## src/rtl/mem_port_arbiter.sv

```systemverilog
// Single-port RAM arbiter for the CPU MAR/MDR path and a DMA/loader port.
// Build with MEM_ARB_CPU_PRIORITY_EN for fixed CPU priority; otherwise round-robin.
module mem_port_arbiter #(
    parameter int ADDR_W = 9,
    parameter int DATA_W = 32,
    parameter int RD_LAT = 1
) (
    input  logic              Clock,
    input  logic              Reset,
    input  logic              cpu_req,
    input  logic              dma_req,
    input  logic              cpu_we,
    input  logic              dma_we,
    input  logic [ADDR_W-1:0] cpu_addr,
    input  logic [ADDR_W-1:0] dma_addr,
    input  logic [DATA_W-1:0] cpu_wdata,
    input  logic [DATA_W-1:0] dma_wdata,
    output logic              cpu_ack,
    output logic              dma_ack,
    output logic [DATA_W-1:0] cpu_rdata,
    output logic [DATA_W-1:0] dma_rdata,
    output logic              ram_en,
    output logic              ram_we,
    output logic [ADDR_W-1:0] ram_addr,
    output logic [DATA_W-1:0] ram_wdata,
    input  logic [DATA_W-1:0] ram_rdata,
    output logic              busy
);

    localparam logic [1:0] S_IDLE  = 2'd0;
    localparam logic [1:0] S_ISSUE = 2'd1;
    localparam logic [1:0] S_WAIT  = 2'd2;
    localparam logic [1:0] S_ACK   = 2'd3;

    localparam int              CNT_W    = (RD_LAT > 1) ? $clog2(RD_LAT) : 1;
    localparam logic [CNT_W-1:0] CNT_LOAD = CNT_W'(RD_LAT - 1);

    logic [1:0]        state_reg;
    logic [CNT_W-1:0]  cnt_reg;
    logic              owner_cpu_reg;
    logic              we_reg;
    logic              ram_en_reg;
    logic              ram_we_reg;
    logic [ADDR_W-1:0] ram_addr_reg;
    logic [DATA_W-1:0] ram_wdata_reg;
    logic [DATA_W-1:0] cpu_rdata_reg;
    logic [DATA_W-1:0] dma_rdata_reg;
    logic              grant_cpu;
    logic              any_req;

`ifndef MEM_ARB_CPU_PRIORITY_EN
    logic              last_dma_reg;
`endif

    assign any_req = cpu_req | dma_req;

    always_comb begin
`ifdef MEM_ARB_CPU_PRIORITY_EN
        grant_cpu = cpu_req;
`else
        // On a conflict the port that did not win last time goes first.
        grant_cpu = cpu_req && (!dma_req || last_dma_reg);
`endif
    end

    always_ff @(posedge Clock) begin
        if (!Reset) begin
            state_reg     <= S_IDLE;
            cnt_reg       <= '0;
            owner_cpu_reg <= 1'b0;
            we_reg        <= 1'b0;
            ram_en_reg    <= 1'b0;
            ram_we_reg    <= 1'b0;
            ram_addr_reg  <= '0;
            ram_wdata_reg <= '0;
            cpu_rdata_reg <= '0;
            dma_rdata_reg <= '0;
`ifndef MEM_ARB_CPU_PRIORITY_EN
            last_dma_reg  <= 1'b1;
`endif
        end else begin
            ram_en_reg <= 1'b0;
            ram_we_reg <= 1'b0;
            case (state_reg)
                S_IDLE: begin
                    if (any_req) begin
                        owner_cpu_reg <= grant_cpu;
                        we_reg        <= grant_cpu ? cpu_we : dma_we;
                        ram_en_reg    <= 1'b1;
                        ram_we_reg    <= grant_cpu ? cpu_we : dma_we;
                        ram_addr_reg  <= grant_cpu ? cpu_addr : dma_addr;
                        ram_wdata_reg <= grant_cpu ? cpu_wdata : dma_wdata;
`ifndef MEM_ARB_CPU_PRIORITY_EN
                        last_dma_reg  <= !grant_cpu;
`endif
                        state_reg     <= S_ISSUE;
                    end
                end
                S_ISSUE: begin
                    if (we_reg) begin
                        state_reg <= S_ACK;
                    end else begin
                        cnt_reg   <= CNT_LOAD;
                        state_reg <= S_WAIT;
                    end
                end
                S_WAIT: begin
                    // Read data is only valid on the last counted cycle.
                    if (cnt_reg == '0) begin
                        if (owner_cpu_reg) begin
                            cpu_rdata_reg <= ram_rdata;
                        end else begin
                            dma_rdata_reg <= ram_rdata;
                        end
                        state_reg <= S_ACK;
                    end else begin
                        cnt_reg <= cnt_reg - 1'b1;
                    end
                end
                default: begin
                    state_reg <= S_IDLE;
                end
            endcase
        end
    end

    assign cpu_ack   = (state_reg == S_ACK) && owner_cpu_reg;
    assign dma_ack   = (state_reg == S_ACK) && !owner_cpu_reg;
    assign cpu_rdata = cpu_rdata_reg;
    assign dma_rdata = dma_rdata_reg;
    assign ram_en    = ram_en_reg;
    assign ram_we    = ram_we_reg;
    assign ram_addr  = ram_addr_reg;
    assign ram_wdata = ram_wdata_reg;
    assign busy      = (state_reg != S_IDLE);

endmodule

```

## config.mk

```make
export PLATFORM = sky130hd
export DESIGN_NAME = mem_port_arbiter
export DESIGN_NICKNAME = d
export VERILOG_FILES = /design/src/rtl/mem_port_arbiter.sv
export SDC_FILE = /design/constraint.sdc
export NUM_CORES = 1
export LEC_CHECK = 0
export CAP_MARGIN = 40
export CORE_MARGIN = 4
export CORE_UTILIZATION = 50
export DETAILED_ROUTE_END_ITERATION = 6
export DONT_BUFFER_PORTS = 1
export GPL_TIMING_DRIVEN = 0
export PLACE_DENSITY_LB_ADDON = 0.05
export SLEW_MARGIN = 0
export SYNTH_ARGS = -nofsm -noshare
export SYNTH_HDL_FRONTEND = slang
export SYNTH_SLANG_ARGS = --single-unit
```

## constraint.sdc

```tcl
create_clock -name Clock -period 2.9 [get_ports Clock]
set_clock_uncertainty 0.2 [all_clocks]
set_input_delay 0.58 -clock Clock [delete_from_list [all_inputs] [get_ports Clock]]
set_output_delay 0.58 -clock Clock [all_outputs]
set_load 0.05 [all_outputs]
```

==> results of run 1 <==
cell families after synthesis:
group	count (synthesis)	share of synthesized area (%)
multiplexers	1	0.231
AO/OA/AOI/OAI	115	18.9
buffers and inverters	48	6.39
flip-flops	112	51.8
AND/OR/NAND/NOR	227	21.5
adder cells (fa/ha/maj)	4	1.16
report_power, final:
part | switching, mW | internal (mW)
Clock | 0.518 | 0.427
Combinational | 0.619 | 0.408
Sequential | 1.24 | 1.85
Total | 2.38 | 2.69
worst max-delay path by stage:
stage | from | endpoint | slack, ns | cells past startpoint
final | state_reg[0] | busy | 0.63 | 3
after global routing | state_reg[0] | busy | 0.53 | 3
after CTS | state_reg[0] | busy | 0.60 | 3
after detailed placement | Reset | cpu_rdata[16] | 0.90 | 5
after global placement | state_reg[0] | dma_ack | 0.76 | 2
after floorplan | state_reg[0] | dma_ack | 0.88 | 2
cell usage after synthesis:
cell         n
a21boi_0     1
a221o_1     41
nand3b_1     1
dfxtp_1    112
inv_2        1
a31oi_1      1
nor3b_1      1
buf_2       17
and2_1       3
o41ai_1      1
ha_1         4
a2bb2oi_1    1
nand3_1      1
o211ai_1     1
buf_6        9
nor2b_1      3
o21ai_0      2
mux2i_1      1
nand2b_1     1
a21oi_1     64
a211oi_4     1
clkbuf_1    15
nor3_1      41
o21a_2       1
nand2_1    173
nor2_2       1
inv_1        4
buf_4        2
a211oi_1     1
nor2_1       2
worst register-to-register path: cells and delay by family, from the launching register on:
kind,cells,cell delay (ns)
fa+ha+maj,1,0.28
simple gates,2,0.31
buf+inv,2,0.34
flops,1,0.40
compound gates,1,0.26
per-stage QoR:
stage | power [mW] | setup WS, ns | hold WS (ns)
floorplan | 3.88 | 0.876 | 0.281
global placement | 4.13 | 0.763 | 0.293
detailed placement | 4.16 | 0.901 | 0.312
CTS | 5.10 | 0.601 | 0.115
global route | 5.30 | 0.534 | 0.108
finish | 5.06 | 0.631 | 0.133
layer usage:
metal | vias up | part of all wire, %
met4 | 0 | 1.6
li1 | 1754 | -
met3 | 15 | 11
met5 | - | 0
met2 | 163 | 48
met1 | 1635 | 39
layout make-up:
type / count / share of cell area [%]
Sequential cell: 112 / 48.0
Multi-Input combinational cell: 347 / 38.7
Tap cell: 105 / 2.82
Clock buffer: 10 / 2.95
Timing Repair Buffer: 1 / 0.161
Buffer: 43 / 5.52
Clock inverter: 5 / 1.37
Inverter: 5 / 0.402
==> metrics.txt, run 1 <==
die height=101 µm; CP Launch Type=flip-flop; synth unique cells=30; top cell type's share of synthesized area=51.8%; Arr. time, crit path=1.49 ns; NumNets Final=643; outcome=finished, final reports clean; Starting Density=52.1%; GP Congestion=0.771; warnings from Yosys=0; Power Density=1080 mW/mm²; commonest non-fill, non-tap cell in the layout=nand2_1; final instance area=0.00467 mm²; antenna violations before repair=0; Crit Path Category=flip-flop to output pin; Avg Vias per Cell=5.68; Num CTS Buffers=9; mapped cell area=0.00433 mm²; placed cells=613; vias in the first global route=3515; Synth Register Bits=112; Hold Path Class=input port to flip-flop; most frequent cells in the layout=173 x nand2_1, 112 x dfxtp_1, 64 x a21oi_1, 41 x nor3_1, 41 x a221o_1; First-pass DRT Iterations=4; fin cells=628; register area share after synthesis=51.8%; # Post-CTS Setup Buffers=0; die width=101 µm; relative slew slack=62.6%; met3 usage=8.93%; setup_tns=0 ns; Rows=33; WL final=11700 µm; setup slack, reg-to-reg=1.00 ns; busiest layer in global routing=met2; Slew Viols, Final=0; register area=0.00224 mm²; DR WL/cell=18.6 µm; footprint of the multi-input gates=0.00181 mm²; CP cell instances=inv_1 > ha_1 > inv_1; total grt overflow=0; DRT iter0 DRCs=156; total track usage=21.9%; DP HPWL=8750 µm; fraction of layout cells with a size suffix above 1=9.18%; CTS tree=done; post-layout min period=2.27 ns; CP required=2.12 ns; Final period util=78.3%; Synth area leader=dfxtp_1; RR Startpoint=state_reg[0]; die area=0.0102 mm²; reg2reg end=ram_wdata[16]; leakage power=1.70 nW; CTS clk-pin slew, worst paths=0.11 ns; CP Buf/Inv Count=2; worst-skew pair later-pin latency=0.36 ns; Area growth, synth to finish=7.87%; Worst path most repeated cell=inv_1; syn avg cell area=8.53 µm²; synth top area cells=dfxtp_1 52%, nand2_1 15%, a221o_1 9.5%; CP max-delay cell=dfxtp_1; final core occ=56.2%; Clock Tree Buf Depth=2; grt met2 use=36.7%; HP Start=ram_rdata[2]; Root Driver=clkbuf_8; largest delay contributor family on the critical path=buffers and inverters; final setup violation count=0; Net Count, Synth=631; CP Capture Type=output pin; worst vdd ir=0.567 mV; hold buffers post-CTS=0; Post-Syn Instances=507; H-tree Lvls=3; num ports=230; CP Max Fanout=6; hold path depth=2; post-cts sizing count=0; met1 Use GR=25.6%; Hold EP=cpu_rdata[2]; first-pass GRT wire length=17700 µm; DRC errors left=0; Max Cap Viol=0; antenna-violating nets left=0; reg2reg path depth=6; RSZ-0062 raised after global routing=false; Port Buf Inserts=0; FILL cells=773; Vias=3567; Worst-Margin Slew=0.561 ns; Max stage delay on crit path=0.40 ns; TritonCTS Sinks=112; Ant. Diodes=0; endpoints failing hold=0; Core Region=0.00830 mm²; dpl cell area=0.00447 mm²; max frequency=441 MHz; largest net degree at the start of global routing=19
(Power assumes the default switching activity.)
==> inputs of run 2 (changes only) <==
clock period = 2.1 ns   (was 2.9 ns; I/O delays follow)
==> metrics.txt, run 2 (synthesis gave the netlist of run 1 again) <==
outcome=finished, final reports clean; footprint of the multi-input gates=0.00181 mm²; Num CTS Buffers=9; DRT iter0 DRCs=161; Hold Path Class=input port to flip-flop; fraction of layout cells with a size suffix above 1=8.56%; CP cell instances=inv_1 > ha_2 > clkinvlp_4; Avg Vias per Cell=5.61; CP Launch Type=flip-flop; worst hold slack=0.0505 ns; CTS tree=done; worst vdd ir=0.795 mV; register area=0.00224 mm²; num ports=230; hold path depth=2; Starting Density=52.1%; relative slew slack=62.5%; HP Start=cpu_we; die height=101 µm; Crit Path Category=flip-flop to output pin; CP max-delay cell=dfxtp_1; setup_tns=0 ns; reg2reg path depth=6; DRC errors left=0; antenna violations before repair=0; first-pass GRT wire length=19300 µm; Root Driver=clkbuf_8; Slew Viols, Final=0; Worst-Margin Slew=0.561 ns; total track usage=23.8%; Core Region=0.00830 mm²; Area growth, synth to finish=24.9%; commonest non-fill, non-tap cell in the layout=nand2_1; max frequency=505 MHz; CP Max Fanout=6; Max Cap Viol=0; Ant. Diodes=0; final setup violation count=0; setup slack, reg-to-reg=0.23 ns; endpoints failing hold=0; RSZ-0062 raised after global routing=false; Final period util=94.3%; reg2reg end=ram_wdata[29]; largest delay contributor family on the critical path=buffers and inverters; TritonCTS Sinks=112; CP required=1.48 ns; vias in the first global route=3949; antenna-violating nets left=0; DR WL/cell=17.9 µm; # Post-CTS Setup Buffers=0; Port Buf Inserts=0; Vias=3936; worst-skew pair later-pin latency=0.36 ns; WL final=12600 µm; post-layout min period=1.98 ns; First-pass DRT Iterations=4; leakage power=2.00 nW; total grt overflow=0; most frequent cells in the layout=173 x nand2_1, 112 x dfxtp_1, 73 x dlygate4sd3_1, 64 x a21oi_1; Clock Tree Buf Depth=2; Max stage delay on crit path=0.35 ns; CTS clk-pin slew, worst paths=0.10 ns; FILL cells=696; CP Capture Type=output pin; H-tree Lvls=3; CP Buf/Inv Count=2; largest net degree at the start of global routing=19; die area=0.0102 mm²; NumNets Final=716; die width=101 µm; Power Density=1330 mW/mm²; GP Congestion=0.771; DP HPWL=8750 µm; RR Startpoint=state_reg[0]; Arr. time, crit path=1.36 ns; Hold EP=we_reg; Rows=33
-- run 2: report_power, final --
group          internal, mW  switching (mW)  leakage [nW]
Clock                 0.589           0.726        0.0994
Combinational         0.665           0.912         0.983
Sequential             2.56            1.72         0.913
Total                  3.81            3.36          2.00
-- run 2: metrics by stage --
stage,power [mW],setup slack [ns],std cells,util [%],instance area (µm²)
4_1_cts,7.18,0.00546,701,65.1,5400
2_1_floorplan,5.35,0.236,507,-,4330
5_1_grt,7.49,0.0334,701,65.1,5410
3_3_place_gp,5.70,0.123,612,53.7,4460
6_report,7.17,0.120,701,65.1,5410
3_5_place_dp,5.75,0.210,613,53.8,4470
-- run 2: worst max path at each step --
| stage | start | to | slack, ns | cells after the start |
|---|---|---|---|---|
| detailed placement | state_reg[0] | ram_addr[5] | 0.21 | 6 |
| global route | state_reg[0] | busy | 0.03 | 3 |
| floorplan | state_reg[0] | dma_ack | 0.24 | 2 |
| finish | state_reg[0] | busy | 0.12 | 3 |
| global placement | state_reg[0] | dma_ack | 0.12 | 2 |
| CTS | state_reg[0] | cpu_ack | 0.005 | 2 |
-- run 2: final cells by class --
class                   count  area share [%]
plain buffers              43            4.77
clock buffers              10            2.55
clock inverters             5            1.18
inverters                   5           0.417
multi-input cells         347            33.5
flip-flops and latches    112            41.5
well taps                 105            2.43
repair buffers             74            13.7
-- run 2: repair_timing --
item / 4_1_cts / 5_1_grt
setup endpoints to repair: 1 / 1
hold buffers: 73 / 0
gates resized for setup: 2 / 1
endpoints found under the hold margin: 105 / 0
gates cloned: 0 / 0
-- run 2: per-layer routing --
metal / share of wire (%) / track usage, % / vias up
li1: - / - / 1904
met1: 38 / 26.9 / 1803
met2: 50 / 42.0 / 197
met3: 9.9 / 8.37 / 32
met4: 1.7 / 6.85 / 0
met5: 0 / 0 / -
